===== config.mk =====
export PLATFORM = sky130hd
export DESIGN_NAME = ysyx_24110015_axi_arbiter_flat
export DESIGN_NICKNAME = d
export VERILOG_FILES = /design/src/rtl/ysyx_24110015_pkg.sv /design/src/rtl/axi_if.sv /design/src/rtl/ysyx_24110015_arb_wdog.sv /design/src/rtl/ysyx_24110015_axi_arbiter.sv /design/src/flat_wrapper.sv
export SDC_FILE = /design/constraint.sdc
export NUM_CORES = 1
export LEC_CHECK = 0
export ABC_CLOCK_PERIOD_IN_PS = 3800
export BUFFER_PORTS_ARGS = -buffer_cell sky130_fd_sc_hd__buf_2
export CAP_MARGIN = 10
export CORE_AREA = 2 2 178 180
export DETAILED_ROUTE_END_ITERATION = 7
export DIE_AREA = 0 0 180 182
export SYNTH_ARGS = -nofsm -noshare
export SYNTH_HDL_FRONTEND = slang
export SYNTH_SLANG_ARGS = --single-unit

===== constraint.sdc =====
create_clock -name clk -period 3.8 [get_ports clk]
set_input_delay 0.57 -clock clk [delete_from_list [all_inputs] [get_ports clk]]
set_output_delay 0.57 -clock clk [all_outputs]
set_load 0.005 [all_outputs]

===== src/rtl/ysyx_24110015_pkg.sv =====
// ---------------------------------------------------------------------------
// ysyx_24110015_pkg: shared arbiter types and AXI constants.  Rev 1.0
// ---------------------------------------------------------------------------
`default_nettype none

package ysyx_24110015_pkg;

  typedef enum logic [1:0] {
    IDLE  = 2'd0,
    M0_RD = 2'd1,
    M1_RD = 2'd2,
    M1_WR = 2'd3
  } arb_state_e;

  localparam logic [1:0] OKAY   = 2'b00;
  localparam logic [1:0] SLVERR = 2'b10;

  localparam logic [1:0] GRANT_NONE = 2'b00;
  localparam logic [1:0] GRANT_M0   = 2'b01;
  localparam logic [1:0] GRANT_M1   = 2'b10;

endpackage

`default_nettype wire


===== src/rtl/axi_if.sv =====
// ---------------------------------------------------------------------------
// axi_if: 32-bit AXI4-Lite bundle with master/slave views.  Rev 1.0
// ---------------------------------------------------------------------------
`default_nettype none

interface axi_if;
  logic [31:0] araddr;
  logic [2:0]  arsize;
  logic        arvalid;
  logic        arready;
  logic [31:0] rdata;
  logic [1:0]  rresp;
  logic        rvalid;
  logic        rready;
  logic [31:0] awaddr;
  logic [2:0]  awsize;
  logic        awvalid;
  logic        awready;
  logic [31:0] wdata;
  logic [3:0]  wstrb;
  logic        wvalid;
  logic        wready;
  logic [1:0]  bresp;
  logic        bvalid;
  logic        bready;

  modport master (
    output araddr, arsize, arvalid, rready, awaddr, awsize, awvalid,
           wdata, wstrb, wvalid, bready,
    input  arready, rdata, rresp, rvalid, awready, wready, bresp, bvalid
  );

  modport slave (
    input  araddr, arsize, arvalid, rready, awaddr, awsize, awvalid,
           wdata, wstrb, wvalid, bready,
    output arready, rdata, rresp, rvalid, awready, wready, bresp, bvalid
  );
endinterface

`default_nettype wire


===== src/rtl/ysyx_24110015_arb_wdog.sv =====
// ---------------------------------------------------------------------------
// ysyx_24110015_arb_wdog: granted-cycle counter with sticky expiry flag.  Rev 1.0
// ---------------------------------------------------------------------------
`default_nettype none

module ysyx_24110015_arb_wdog #(
  parameter int unsigned TIMEOUT_CYC = 0
) (
  input  logic clk,
  input  logic rst,
  input  logic clear,
  input  logic enable,
  output logic expired
);

  generate
    if (TIMEOUT_CYC > 0) begin : g_wdog
      localparam int CW = (TIMEOUT_CYC < 2) ? 1 : $clog2(TIMEOUT_CYC + 1);
      localparam logic [CW-1:0] LIMIT = CW'(TIMEOUT_CYC);

      logic [CW-1:0] cnt;
      logic          flag;

      // Counter saturates at LIMIT so a long-stalled transaction cannot wrap it.
      always_ff @(posedge clk or posedge rst) begin
        if (rst) begin
          cnt  <= '0;
          flag <= 1'b0;
        end else if (clear) begin
          cnt <= '0;
        end else if (enable) begin
          if (cnt != LIMIT) cnt <= cnt + 1'b1;
          if (cnt == LIMIT - 1'b1) flag <= 1'b1;
        end
      end

      assign expired = flag;
    end else begin : g_no_wdog
      logic unused_wdog;
      assign unused_wdog = &{1'b0, clk, rst, clear, enable};
      assign expired     = 1'b0;
    end
  endgenerate

endmodule

`default_nettype wire


===== src/rtl/ysyx_24110015_axi_arbiter.sv =====
// ---------------------------------------------------------------------------
// ysyx_24110015_axi_arbiter: 2:1 AXI4-Lite arbiter, fetch (m0) vs LSU (m1).  Rev 1.0
// ---------------------------------------------------------------------------
`default_nettype none

module ysyx_24110015_axi_arbiter
  import ysyx_24110015_pkg::*;
#(
  parameter int          LSU_PRIO    = 1,
  parameter int unsigned TIMEOUT_CYC = 0
) (
  input  logic       clk,
  input  logic       rst,
  axi_if.slave       m0,
  axi_if.slave       m1,
  axi_if.master      s,
  output logic [1:0] grant,
  output logic       bus_timeout
);

  arb_state_e state;
  logic       last_m1;
  logic       req0, req1, wr_req, win_m1;

  always_comb begin
    req0   = m0.arvalid;
    wr_req = m1.awvalid | m1.wvalid;
    req1   = m1.arvalid | wr_req;
    // On a tie m1 wins under priority mode, otherwise whoever did not win last.
    win_m1 = req1 & (~req0 | (LSU_PRIO != 0) | ~last_m1);
  end

  always_ff @(posedge clk or posedge rst) begin
    if (rst) begin
      state   <= IDLE;
      grant   <= GRANT_NONE;
      last_m1 <= 1'b1;
    end else begin
      case (state)
        IDLE: begin
          if (req0 | req1) begin
            last_m1 <= win_m1;
            if (win_m1) begin
              state <= wr_req ? M1_WR : M1_RD;
              grant <= GRANT_M1;
            end else begin
              state <= M0_RD;
              grant <= GRANT_M0;
            end
          end
        end
        M0_RD, M1_RD: begin
          if (s.rvalid & s.rready) begin
            state <= IDLE;
            grant <= GRANT_NONE;
          end
        end
        M1_WR: begin
          if (s.bvalid & s.bready) begin
            state <= IDLE;
            grant <= GRANT_NONE;
          end
        end
        default: begin
          state <= IDLE;
          grant <= GRANT_NONE;
        end
      endcase
    end
  end

  // Pure passthrough in granted states; everything not owned is held at zero.
  always_comb begin
    m0.arready = 1'b0; m0.rdata = '0; m0.rresp = '0; m0.rvalid = 1'b0;
    m0.awready = 1'b0; m0.wready = 1'b0; m0.bresp = '0; m0.bvalid = 1'b0;
    m1.arready = 1'b0; m1.rdata = '0; m1.rresp = '0; m1.rvalid = 1'b0;
    m1.awready = 1'b0; m1.wready = 1'b0; m1.bresp = '0; m1.bvalid = 1'b0;
    s.araddr  = '0; s.arsize = '0; s.arvalid = 1'b0; s.rready = 1'b0;
    s.awaddr  = '0; s.awsize = '0; s.awvalid = 1'b0;
    s.wdata   = '0; s.wstrb  = '0; s.wvalid  = 1'b0; s.bready = 1'b0;
    case (state)
      M0_RD: begin
        s.araddr   = m0.araddr;
        s.arsize   = m0.arsize;
        s.arvalid  = m0.arvalid;
        s.rready   = m0.rready;
        m0.arready = s.arready;
        m0.rdata   = s.rdata;
        m0.rresp   = s.rresp;
        m0.rvalid  = s.rvalid;
      end
      M1_RD: begin
        s.araddr   = m1.araddr;
        s.arsize   = m1.arsize;
        s.arvalid  = m1.arvalid;
        s.rready   = m1.rready;
        m1.arready = s.arready;
        m1.rdata   = s.rdata;
        m1.rresp   = s.rresp;
        m1.rvalid  = s.rvalid;
      end
      M1_WR: begin
        s.awaddr   = m1.awaddr;
        s.awsize   = m1.awsize;
        s.awvalid  = m1.awvalid;
        s.wdata    = m1.wdata;
        s.wstrb    = m1.wstrb;
        s.wvalid   = m1.wvalid;
        s.bready   = m1.bready;
        m1.awready = s.awready;
        m1.wready  = s.wready;
        m1.bresp   = s.bresp;
        m1.bvalid  = s.bvalid;
      end
      default: ;
    endcase
  end

  ysyx_24110015_arb_wdog #(
    .TIMEOUT_CYC (TIMEOUT_CYC)
  ) u_wdog (
    .clk     (clk),
    .rst     (rst),
    .clear   (state == IDLE),
    .enable  (state != IDLE),
    .expired (bus_timeout)
  );

endmodule

`default_nettype wire


===== src/flat_wrapper.sv =====
// flat-port wrapper written by rule: the top's interface ports become plain ports
module ysyx_24110015_axi_arbiter_flat import ysyx_24110015_pkg::*;
#(
  parameter int          LSU_PRIO    = 1,
  parameter int unsigned TIMEOUT_CYC = 0
)
  (clk, rst, grant, bus_timeout, m0_araddr, m0_arsize, m0_arvalid, m0_rready, m0_awaddr, m0_awsize, m0_awvalid, m0_wdata, m0_wstrb, m0_wvalid, m0_bready, m0_arready, m0_rdata, m0_rresp, m0_rvalid, m0_awready, m0_wready, m0_bresp, m0_bvalid, m1_araddr, m1_arsize, m1_arvalid, m1_rready, m1_awaddr, m1_awsize, m1_awvalid, m1_wdata, m1_wstrb, m1_wvalid, m1_bready, m1_arready, m1_rdata, m1_rresp, m1_rvalid, m1_awready, m1_wready, m1_bresp, m1_bvalid, s_araddr, s_arsize, s_arvalid, s_rready, s_awaddr, s_awsize, s_awvalid, s_wdata, s_wstrb, s_wvalid, s_bready, s_arready, s_rdata, s_rresp, s_rvalid, s_awready, s_wready, s_bresp, s_bvalid);
  axi_if m0_i ();
  axi_if m1_i ();
  axi_if s_i ();
  input  logic clk;
  input  logic rst;
  output logic [1:0] grant;
  output logic bus_timeout;
  input wire logic [$bits(m0_i.araddr)-1:0] m0_araddr;
  input wire logic [$bits(m0_i.arsize)-1:0] m0_arsize;
  input wire logic [$bits(m0_i.arvalid)-1:0] m0_arvalid;
  input wire logic [$bits(m0_i.rready)-1:0] m0_rready;
  input wire logic [$bits(m0_i.awaddr)-1:0] m0_awaddr;
  input wire logic [$bits(m0_i.awsize)-1:0] m0_awsize;
  input wire logic [$bits(m0_i.awvalid)-1:0] m0_awvalid;
  input wire logic [$bits(m0_i.wdata)-1:0] m0_wdata;
  input wire logic [$bits(m0_i.wstrb)-1:0] m0_wstrb;
  input wire logic [$bits(m0_i.wvalid)-1:0] m0_wvalid;
  input wire logic [$bits(m0_i.bready)-1:0] m0_bready;
  output wire logic [$bits(m0_i.arready)-1:0] m0_arready;
  output wire logic [$bits(m0_i.rdata)-1:0] m0_rdata;
  output wire logic [$bits(m0_i.rresp)-1:0] m0_rresp;
  output wire logic [$bits(m0_i.rvalid)-1:0] m0_rvalid;
  output wire logic [$bits(m0_i.awready)-1:0] m0_awready;
  output wire logic [$bits(m0_i.wready)-1:0] m0_wready;
  output wire logic [$bits(m0_i.bresp)-1:0] m0_bresp;
  output wire logic [$bits(m0_i.bvalid)-1:0] m0_bvalid;
  input wire logic [$bits(m1_i.araddr)-1:0] m1_araddr;
  input wire logic [$bits(m1_i.arsize)-1:0] m1_arsize;
  input wire logic [$bits(m1_i.arvalid)-1:0] m1_arvalid;
  input wire logic [$bits(m1_i.rready)-1:0] m1_rready;
  input wire logic [$bits(m1_i.awaddr)-1:0] m1_awaddr;
  input wire logic [$bits(m1_i.awsize)-1:0] m1_awsize;
  input wire logic [$bits(m1_i.awvalid)-1:0] m1_awvalid;
  input wire logic [$bits(m1_i.wdata)-1:0] m1_wdata;
  input wire logic [$bits(m1_i.wstrb)-1:0] m1_wstrb;
  input wire logic [$bits(m1_i.wvalid)-1:0] m1_wvalid;
  input wire logic [$bits(m1_i.bready)-1:0] m1_bready;
  output wire logic [$bits(m1_i.arready)-1:0] m1_arready;
  output wire logic [$bits(m1_i.rdata)-1:0] m1_rdata;
  output wire logic [$bits(m1_i.rresp)-1:0] m1_rresp;
  output wire logic [$bits(m1_i.rvalid)-1:0] m1_rvalid;
  output wire logic [$bits(m1_i.awready)-1:0] m1_awready;
  output wire logic [$bits(m1_i.wready)-1:0] m1_wready;
  output wire logic [$bits(m1_i.bresp)-1:0] m1_bresp;
  output wire logic [$bits(m1_i.bvalid)-1:0] m1_bvalid;
  output wire logic [$bits(s_i.araddr)-1:0] s_araddr;
  output wire logic [$bits(s_i.arsize)-1:0] s_arsize;
  output wire logic [$bits(s_i.arvalid)-1:0] s_arvalid;
  output wire logic [$bits(s_i.rready)-1:0] s_rready;
  output wire logic [$bits(s_i.awaddr)-1:0] s_awaddr;
  output wire logic [$bits(s_i.awsize)-1:0] s_awsize;
  output wire logic [$bits(s_i.awvalid)-1:0] s_awvalid;
  output wire logic [$bits(s_i.wdata)-1:0] s_wdata;
  output wire logic [$bits(s_i.wstrb)-1:0] s_wstrb;
  output wire logic [$bits(s_i.wvalid)-1:0] s_wvalid;
  output wire logic [$bits(s_i.bready)-1:0] s_bready;
  input wire logic [$bits(s_i.arready)-1:0] s_arready;
  input wire logic [$bits(s_i.rdata)-1:0] s_rdata;
  input wire logic [$bits(s_i.rresp)-1:0] s_rresp;
  input wire logic [$bits(s_i.rvalid)-1:0] s_rvalid;
  input wire logic [$bits(s_i.awready)-1:0] s_awready;
  input wire logic [$bits(s_i.wready)-1:0] s_wready;
  input wire logic [$bits(s_i.bresp)-1:0] s_bresp;
  input wire logic [$bits(s_i.bvalid)-1:0] s_bvalid;
  assign m0_i.araddr = m0_araddr;
  assign m0_i.arsize = m0_arsize;
  assign m0_i.arvalid = m0_arvalid;
  assign m0_i.rready = m0_rready;
  assign m0_i.awaddr = m0_awaddr;
  assign m0_i.awsize = m0_awsize;
  assign m0_i.awvalid = m0_awvalid;
  assign m0_i.wdata = m0_wdata;
  assign m0_i.wstrb = m0_wstrb;
  assign m0_i.wvalid = m0_wvalid;
  assign m0_i.bready = m0_bready;
  assign m0_arready = m0_i.arready;
  assign m0_rdata = m0_i.rdata;
  assign m0_rresp = m0_i.rresp;
  assign m0_rvalid = m0_i.rvalid;
  assign m0_awready = m0_i.awready;
  assign m0_wready = m0_i.wready;
  assign m0_bresp = m0_i.bresp;
  assign m0_bvalid = m0_i.bvalid;
  assign m1_i.araddr = m1_araddr;
  assign m1_i.arsize = m1_arsize;
  assign m1_i.arvalid = m1_arvalid;
  assign m1_i.rready = m1_rready;
  assign m1_i.awaddr = m1_awaddr;
  assign m1_i.awsize = m1_awsize;
  assign m1_i.awvalid = m1_awvalid;
  assign m1_i.wdata = m1_wdata;
  assign m1_i.wstrb = m1_wstrb;
  assign m1_i.wvalid = m1_wvalid;
  assign m1_i.bready = m1_bready;
  assign m1_arready = m1_i.arready;
  assign m1_rdata = m1_i.rdata;
  assign m1_rresp = m1_i.rresp;
  assign m1_rvalid = m1_i.rvalid;
  assign m1_awready = m1_i.awready;
  assign m1_wready = m1_i.wready;
  assign m1_bresp = m1_i.bresp;
  assign m1_bvalid = m1_i.bvalid;
  assign s_araddr = s_i.araddr;
  assign s_arsize = s_i.arsize;
  assign s_arvalid = s_i.arvalid;
  assign s_rready = s_i.rready;
  assign s_awaddr = s_i.awaddr;
  assign s_awsize = s_i.awsize;
  assign s_awvalid = s_i.awvalid;
  assign s_wdata = s_i.wdata;
  assign s_wstrb = s_i.wstrb;
  assign s_wvalid = s_i.wvalid;
  assign s_bready = s_i.bready;
  assign s_i.arready = s_arready;
  assign s_i.rdata = s_rdata;
  assign s_i.rresp = s_rresp;
  assign s_i.rvalid = s_rvalid;
  assign s_i.awready = s_awready;
  assign s_i.wready = s_wready;
  assign s_i.bresp = s_bresp;
  assign s_i.bvalid = s_bvalid;
  ysyx_24110015_axi_arbiter #(.LSU_PRIO(LSU_PRIO), .TIMEOUT_CYC(TIMEOUT_CYC)) u_core (.clk(clk), .rst(rst), .m0(m0_i), .m1(m1_i), .s(s_i), .grant(grant), .bus_timeout(bus_timeout));
endmodule

### Word level (Yosys, flattened, before mapping)

Index checks and enable logic that the tools add are counted.

| word-level totals | value |
|---|---|
| logic and storage cells | 48 |
| bits in registers | 4 |
| output and inout bits | 196 |
| input port bits | 265 |

| operators by class | value |
|---|---|
| reduce and logical (&&, ||, !) cells | 3 |
| bitwise gates (word level) | 5 |
| multiplexer cells | 32 |
| equal/unequal tests | 6 |

Operators by type and width:

| cell | number |
|---|---|
| $mux 32 | 4 |
| $pmux 32 s2 | 1 |
| $mux 2 | 9 |
| $pmux 2 s3 | 2 |
| $mux 1 | 11 |
| $ne 2x1->1 const B | 3 |
| $pmux 3 s2 | 1 |
| $eq 2x2->1 const B | 2 |
| $mux 4 | 1 |
| $pmux 1 s2 | 2 |
| $mux 3 | 1 |
| $or 1x1->1 | 3 |
| $reduce_and 3->1 | 1 |
| $and 1x1->1 | 2 |
| $eq 2x1->1 const B | 1 |
| $logic_not 2->1 | 1 |
| $reduce_or 2->1 | 1 |

### Longest topological paths before layout

Gate-level depths: netlist (run 1).

| depth | value |
|---|---|
| word-level depth | 5 |
| depth in mapped cells | 7 |
| gate-level depth less buffers | 6 |

### By module

Synthesis (run 1) repeated with hierarchy kept, for this count alone.

| unflattened totals | value |
|---|---|
| cells, all modules | 287 |
| area, all modules | 1,918.1 um^2 |

Modules (own cells, without submodules):

| module | area each (um^2) | times used | cells an instance | seq. area each (um^2) |
|---|---|---|---|---|
| ysyx_24110015_axi_arbiter | 1,906.8 | 1 | 285 | 75.1 |
| ysyx_24110015_arb_wdog | 11.3 | 1 | 2 | 0.0 |

### Worst setup path before layout (run 1)

No wires, ideal clock.

| timing path | value |
|---|---|
| kind | register to output |
| start | register u_core.state[1] |
| end | output s_araddr[0] |
| arrival | 1.409 ns |
| required time | 3.230 ns |
| buffers on the path | 2 |
| setup slack | 1.821 ns |
| cell stages (with the launch flop) | 6 |
| path through | dfrtp_1 inv_1 ha_1 clkbuf_1 clkbuf_1 nor2b_1 |

| between the ends | value |
|---|---|
| cells in the longest elaborated chain, start to end | 2 |
| elaborated cells between the ends (all ways) | 3 |
| classes of those cells | eq/ne (2); mux (1) |

RTL lines:

| what | line | text |
|---|---|---|
| start: declaration | ysyx_24110015_axi_arbiter.sv:21 | `arb_state_e state;` |
| start signal: assignment | ysyx_24110015_axi_arbiter.sv:44 | `state <= wr_req ? M1_WR : M1_RD;` |
| $eq 2x2->1 or $eq 2x1->1 (tied branches) | ysyx_24110015_axi_arbiter.sv:81 | `case (state)` |
| $pmux 32 s2 * | ysyx_24110015_axi_arbiter.sv:81 |  |
| end: declaration | flat_wrapper.sv:53 | `output wire logic [$bits(s_i.araddr)-1:0] s_araddr;` |

Every way passes the cells marked *; elsewhere a longest branch is shown, timed or not.

### Worst setup path after layout (run 1)

| timing path | value |
|---|---|
| start | register u_core.state[1] |
| end | output s_araddr[11] |

Same word-level chain as after synthesis.

==> results.sh, run 1 <==
export IMPL_wl_um=11300
export IMPL_grt_max_degree=81
export IMPL_cp_max_fo=26
export IMPL_fmax_mhz=356
export IMPL_die_x_um=180
export IMPL_report_final_slew_viol_count=0
export IMPL_fin_crit_ns=2.81
export IMPL_tightestPinTransition_ns=0.988
export IMPL_netlist_area_um2=1880
export IMPL_io_pins=461
export IMPL_setup_viol=0
export IMPL_fillers=3542
export IMPL_critPathKind="flop to output port"
export IMPL_min_period_over_period_pct=73.8
export IMPL_worstPathArrival_ns=2.24
export IMPL_antenna_found_initial=3
export IMPL_nNetsFinal=914
export IMPL_ys_types=20
export IMPL_numCtsBuffers=3
export IMPL_slew_headroom_pct=34.1
export IMPL_clk_latency_ns=0.22
export IMPL_instances_no_fill=1049
export IMPL_grt_usage_pct=6.20
export IMPL_outcome="completed"
export IMPL_dr_pass1_iters=4
export IMPL_place_gp_congestion=0.839
export IMPL_ir_drop_mv=0.254
export IMPL_yosysSeqAreaShare_pct=3.99
export IMPL_worst_ep_required_time_ns=3.23
export IMPL_wl_per_cell_um=10.8
export IMPL_num_rows=65
export IMPL_critPathCaptureType="output port"
export IMPL_crit_path_cell_trace="inv_1 -> ha_1 -> buf_4 -> nor2b_1 -> buf_2"
export IMPL_power_mw=2.17
export IMPL_syn_avg_cell_area_um2=6.58
export IMPL_drive_above_1_share_pct=60.9
export IMPL_seqCellArea_um2=75.1
export IMPL_core_um2=31000
export IMPL_drt_initial_drc_count=66
export IMPL_grt_ovfl_total=0
export IMPL_cts_max_level=1
export IMPL_critical_path_slowest_cell="ha_1"
export IMPL_postCtsSetupRepairBufs=0
export IMPL_dp_cells=1042
export IMPL_finalSetupTns_ns=0
export IMPL_hold_violations=0
export IMPL_power_density_nw_per_um2=507
export IMPL_port_buffers=380
export IMPL_hold_path_class="primary input to async pin"
export IMPL_holdBufCountCts=0
export IMPL_cts_sinks=3
export IMPL_drc_errors=0
export IMPL_syn_inst=286
export IMPL_clock_skew_ns=0.000350
export IMPL_multi_input_area_um2=1650
export IMPL_slowest_delay_ns=0.85
export IMPL_clockBufferDepth=2
export IMPL_start_util_pct=6.07
export IMPL_ys_top_cells_by_area="and2_1 (50%), a22oi_1 (15%), nor2b_1 (13%)"
export IMPL_clock_root_buffer="clkbuf_16"
export IMPL_rsz0062_at_grt="no"
export IMPL_drv_cap=0
export IMPL_synth_top_area_share_pct=50.2
export IMPL_cp_start_kind="flop"
export IMPL_grt_pass1_vias=3147
export IMPL_die_area_um2=32800
export IMPL_leakage_nw=2.51
export IMPL_drt_vias_per_instance=3.17
export IMPL_hpwl_um=9850
export IMPL_cts_tree="yes"
export IMPL_ctsResizeCount=0
export IMPL_yosysWarnings=0
export IMPL_synth_seq_cells=3
export IMPL_grt_pass1_wl_um=16300
export IMPL_antenna_left=0
export IMPL_synth_top_cell_by_area="and2_1"
export IMPL_fp_dieH_um=182
export IMPL_clkTransAtPathRegs_ns=0.03
export IMPL_vias=3330
export IMPL_area_delta_synth_final_pct=127
==> metal layers <==
layer	vias to the layer above	part of all wire (%)	track usage, %
li1	1626	-	-
met1	1454	33	5.85
met2	240	56	13.2
met3	10	8.7	0.903
met4	0	2.6	2.21
met5	-	0	0
==> report_power, final <==
| group | total [mW] | switching, mW | internal, mW |
|---|---|---|---|
| Sequential | 0.0619 | 0.0130 | 0.0489 |
| Combinational | 1.94 | 0.985 | 0.953 |
| Clock | 0.166 | 0.0275 | 0.138 |
==> cells in the final DEF (no fill, tap or decap) <==
cell type	Yosys	final
a21oi_1	2	2
a221oi_4	1	1
a22oi_1	37	37
a22oi_4	1	1
and2_1	151	151
buf_12	0	1
buf_2	0	380
buf_4	8	3
clkbuf_1	24	1
clkbuf_16	0	3
conb_1	1	6
dfrtp_1	3	3
diode_2	0	3
ha_1	4	1
ha_2	0	3
inv_1	3	3
nand2_1	4	4
nand3b_1	2	2
nor2_1	1	1
nor2b_1	38	38
nor3_1	1	1
o211ai_1	1	1
o31ai_1	1	1
==> synthesized netlist by cell type, drive strengths merged <==
cell,instances
nor3,1
a22oi,38
dfrtp,3
conb,1
a21oi,2
nor2b,38
inv,3
nor2,1
nand2,4
a221oi,1
clkbuf,24
and2,151
o31ai,1
o211ai,1
buf,11
ha,4
nand3b,2
==> worst max-delay path, delay by kind of cell (launching register included) <==
kind,cells,cell delay [ns]
DFF,1,0.40
buffers and inverters,3,0.57
and+or+nand+nor,1,0.17
adders and majority gates,1,0.85
==> sequential cells by signal, summed over array words and instances (netlist names) <==
register / flops
u_core.grant: 1
u_core.state: 2
==> per-stage QoR <==
stage               hold WS, ns  utilization (%)  cell area [um2]  worst slack, ns
floorplan                 0.324                -             1900             1.82
global placement          0.436             13.5             4190             1.16
detailed placement        0.438             13.5             4190             1.13
CTS                       0.207             13.8             4260            0.897
global route              0.218             13.8             4270            0.780
finish                    0.206             13.8             4270            0.995
==> cell families (layout without fill, tap and decap cells) <==
| family | after synthesis | after routing | share of synthesized area [%] |
|---|---|---|---|
| compound gates | 43 | 43 | 18.6 |
| flops | 3 | 3 | 3.99 |
| fa+ha+maj | 4 | 4 | 2.66 |
| buf+inv | 38 | 391 | 9.58 |
| other cells | 1 | 9 | 0.199 |
| simple gates | 197 | 197 | 64.9 |
==> cell type report <==
cell class                 count  area share (%)
timing repair buffer         384            45.5
antenna                        3           0.176
multi-input combinational    250            38.7
tap                          402            11.8
sequential                     3            1.76
inverter                       3           0.264
clock buffer                   4            1.85
==> worst paths after layout <==
| check | start | end | slack (ns) | cells past startpoint |
|---|---|---|---|---|
| min | rst | u_core.grant[0]$_DFFE_PP0P_ | 0.21 | 2 |
| max | u_core.state[1]$_DFFE_PP0P_ | s_araddr[11] | 0.99 | 5 |
| min reg2reg | u_core.grant[0]$_DFFE_PP0P_ | u_core.grant[0]$_DFFE_PP0P_ | 0.53 | 2 |
| max in group asynchronous | rst | u_core.state[1]$_DFFE_PP0P_ | 3.47 | 2 |
| min in group clk | u_core.grant[0]$_DFFE_PP0P_ | u_core.grant[0]$_DFFE_PP0P_ | 0.53 | 2 |
| max reg2reg | u_core.state[0]$_DFFE_PP0P_ | u_core.state[0]$_DFFE_PP0P_ | 1.33 | 6 |
Power figures use the tool's default switching activity.
==> run 2: changes to the inputs <==
- ABC_AREA: unset -> 1
- ABC_CLOCK_PERIOD_IN_PS: 3800 -> 2290
- CORE_AREA: 2 2 178 180 -> 2 2 179 181
- DIE_AREA: 0 0 180 182 -> 0 0 181 183
- clock period: 3.8 -> 2.29 ns (I/O delays scaled with it)
==> results.sh, run 2 <==
export IMPL_netlist_area_um2=2070
export IMPL_synth_top_cell_by_area="nand2_1"
export IMPL_dr_pass1_iters=4
export IMPL_antenna_left=0
export IMPL_largest_register="u_core.state"
export IMPL_synth_ff_type="dfrtp_1"
export IMPL_ir_drop_mv=0.374
export IMPL_core_um2=31200
export IMPL_ys_types=15
export IMPL_clk_latency_ns=0.22
export IMPL_vias=3844
export IMPL_cts_max_level=1
export IMPL_grt_ovfl_total=0
export IMPL_postCtsSetupRepairBufs=0
export IMPL_cp_start_kind="flop"
export IMPL_num_rows=65
export IMPL_place_ws_ns=0.227
export IMPL_layout_commonest_cell="buf_2"
export IMPL_cts_tree="yes"
export IMPL_largest_reg_flops=2
export IMPL_io_pins=461
export IMPL_synth_seq_cells=3
export IMPL_yosysWarnings=0
export IMPL_start_util_pct=6.63
export IMPL_clkTransAtPathRegs_ns=0.03
export IMPL_power_mw=3.11
export IMPL_min_period_over_period_pct=90.6
export IMPL_fillers=3678
export IMPL_report_final_slew_viol_count=0
export IMPL_fmax_mhz=482
export IMPL_leakage_nw=3.70
export IMPL_grt_pass1_wl_um=16600
export IMPL_drt_initial_drc_count=100
export IMPL_cts_sinks=3
export IMPL_antenna_found_initial=2
export IMPL_critPathCaptureType="output port"
export IMPL_setup_viol=0
export IMPL_outcome="completed"
export IMPL_ys_top_cells_by_area="nand2_1 (42%), inv_1 (28%), a21oi_1 (9.4%)"
export IMPL_synth_most_common_cell="nand2_1"
export IMPL_yosysSeqAreaShare_pct=3.63
export IMPL_most_common_layout_cells="buf_2 (380), nand2_1 (234), inv_1 (157), a21oi_1 (39), conb_1 (6)"
export IMPL_fin_ws_ns=0.215
export IMPL_worstPathArrival_ns=1.73
export IMPL_drv_cap=0
export IMPL_wl_per_cell_um=8.91
export IMPL_area_delta_synth_final_pct=115
export IMPL_grt_usage_pct=6.23
export IMPL_die_x_um=181
export IMPL_finalSetupTns_ns=0
export IMPL_reg_top3="u_core.state (2), u_core.grant (1)"
export IMPL_drc_errors=0
export IMPL_yosys_top_cells_count="nand2_1 (234), inv_1 (157), a21oi_1 (39)"
export IMPL_clock_skew_ns=0.000716
export IMPL_syn_avg_cell_area_um2=4.28
export IMPL_grt_max_degree=81
export IMPL_critPathKind="flop to output port"
export IMPL_clock_root_buffer="clkbuf_16"
export IMPL_hpwl_um=9240
export IMPL_syn_inst=484
export IMPL_rsz0062_at_grt="no"
export IMPL_finalInstanceArea_um2=4450
export IMPL_place_gp_congestion=0.736
export IMPL_drive_above_1_share_pct=46.9
export IMPL_grt_pass1_vias=3460
export IMPL_dpl_cell_area_um2=4360
export IMPL_async_reset_ff_share_pct=100
export IMPL_cp_max_fo=73
export IMPL_worst_ep_required_time_ns=1.95
export IMPL_die_area_um2=33100
export IMPL_hold_path_class="primary input to flop"
export IMPL_power_density_nw_per_um2=699
export IMPL_clockBufferDepth=2
export IMPL_drt_vias_per_instance=3.09
export IMPL_hold_violations=0
export IMPL_wl_um=11100
export IMPL_synth_edf_count=0
export IMPL_numCtsBuffers=3
export IMPL_nNetsFinal=1112
export IMPL_fp_dieH_um=183
export IMPL_synth_top_area_share_pct=42.4
export IMPL_port_buffers=380
export IMPL_fin_crit_ns=2.07
-- run 2: cell count changes in the layout (fill, tap and decap cells not counted), sizes merged, moves of 2 or more --
cell / change
a21oi: +37
a22oi: -38
and2: -151
diode: -2
inv: +155
nand2: +233
nand3b: -2
nand4: +4
nor2b: -38
-- run 2: logic make-up (layout without fill, tap and decap cells) --
| kind of cell | Yosys count | in the layout | share of synthesized area, % |
|---|---|---|---|
| buffers and inverters | 193 | 546 | 38.6 |
| adder cells (fa/ha/maj) | 4 | 4 | 2.42 |
| AND/OR/NAND/NOR | 244 | 244 | 45.8 |
| AO/OA/AOI/OAI | 39 | 39 | 9.43 |
| other | 1 | 7 | 0.181 |
| flip-flops | 3 | 3 | 3.63 |
-- run 2: metal layers --
layer  GRT usage, %  routed length (um)  up-vias
met5              0                  13        -
met2           12.7                5750      252
li1               -                   -     2024
met3           1.13                1030       18
met1           6.01                3910     1548
met4           2.86                 384        2
-- run 2: cell type report --
| cell class | instances | area [um2] | share of cell area, % |
|---|---|---|---|
| repair buffers | 384 | 1970 | 44.3 |
| clock buffers | 4 | 78.8 | 1.77 |
| diodes | 1 | 2.50 | 0.0562 |
| flip-flops and latches | 3 | 75.1 | 1.69 |
| well taps | 402 | 503 | 11.3 |
| multi-input cells | 293 | 1220 | 27.5 |
| inverters | 158 | 596 | 13.4 |
-- run 2: stage by stage --
stage / hold slack, ns / utilization (%) / std cells
after floorplan: 0.0971 / - / 489
after global placement: 0.214 / 13.9 / 1239
after detailed placement: 0.224 / 13.9 / 1239
after CTS: 0.476 / 14.2 / 1244
after global routing: 0.486 / 14.2 / 1245
final: 0.457 / 14.2 / 1245
-- run 2: worst max-delay path, stage by stage (launching register included) --
cell,delay [ns]
dfrtp_1,0.42
inv_1,0.11
ha_2,0.20
buf_12,0.28
nand2_1,0.15
a21oi_1,0.16
buf_2,0.13
-- run 2: path summary, 6_finish.rpt --
| kind | depth (start not counted) | from | slack [ns] | end |
|---|---|---|---|---|
| worst max-delay path | 6 | u_core.state[1]$_DFFE_PP0P_ | 0.22 | s_araddr[10] |
| worst min-delay path | 3 | m0_arvalid | 0.46 | u_core.grant[0]$_DFFE_PP0P_ |
| worst max register to register | 10 | u_core.state[1]$_DFFE_PP0P_ | 0.56 | u_core.state[1]$_DFFE_PP0P_ |
| worst min register to register | 2 | u_core.grant[0]$_DFFE_PP0P_ | 0.48 | u_core.grant[0]$_DFFE_PP0P_ |
| max in group asynchronous | 3 | rst | 1.56 | u_core.state[0]$_DFFE_PP0P_ |
| min in group asynchronous | 3 | rst | 0.59 | u_core.state[1]$_DFFE_PP0P_ |
-- run 2: repair_timing --
item,CTS,global route
endpoints found under the hold margin,3,0
hold buffers,1,0
gates resized for setup,1,0
endpoints found under the setup margin,2,0
-- run 2: where the power goes --
part	internal, mW	switching (mW)	leakage (nW)
logic	1.09	1.65	3.63
clock network	0.230	0.0454	0.0382
registers	0.0744	0.0233	0.0389
total	1.39	1.72	3.70
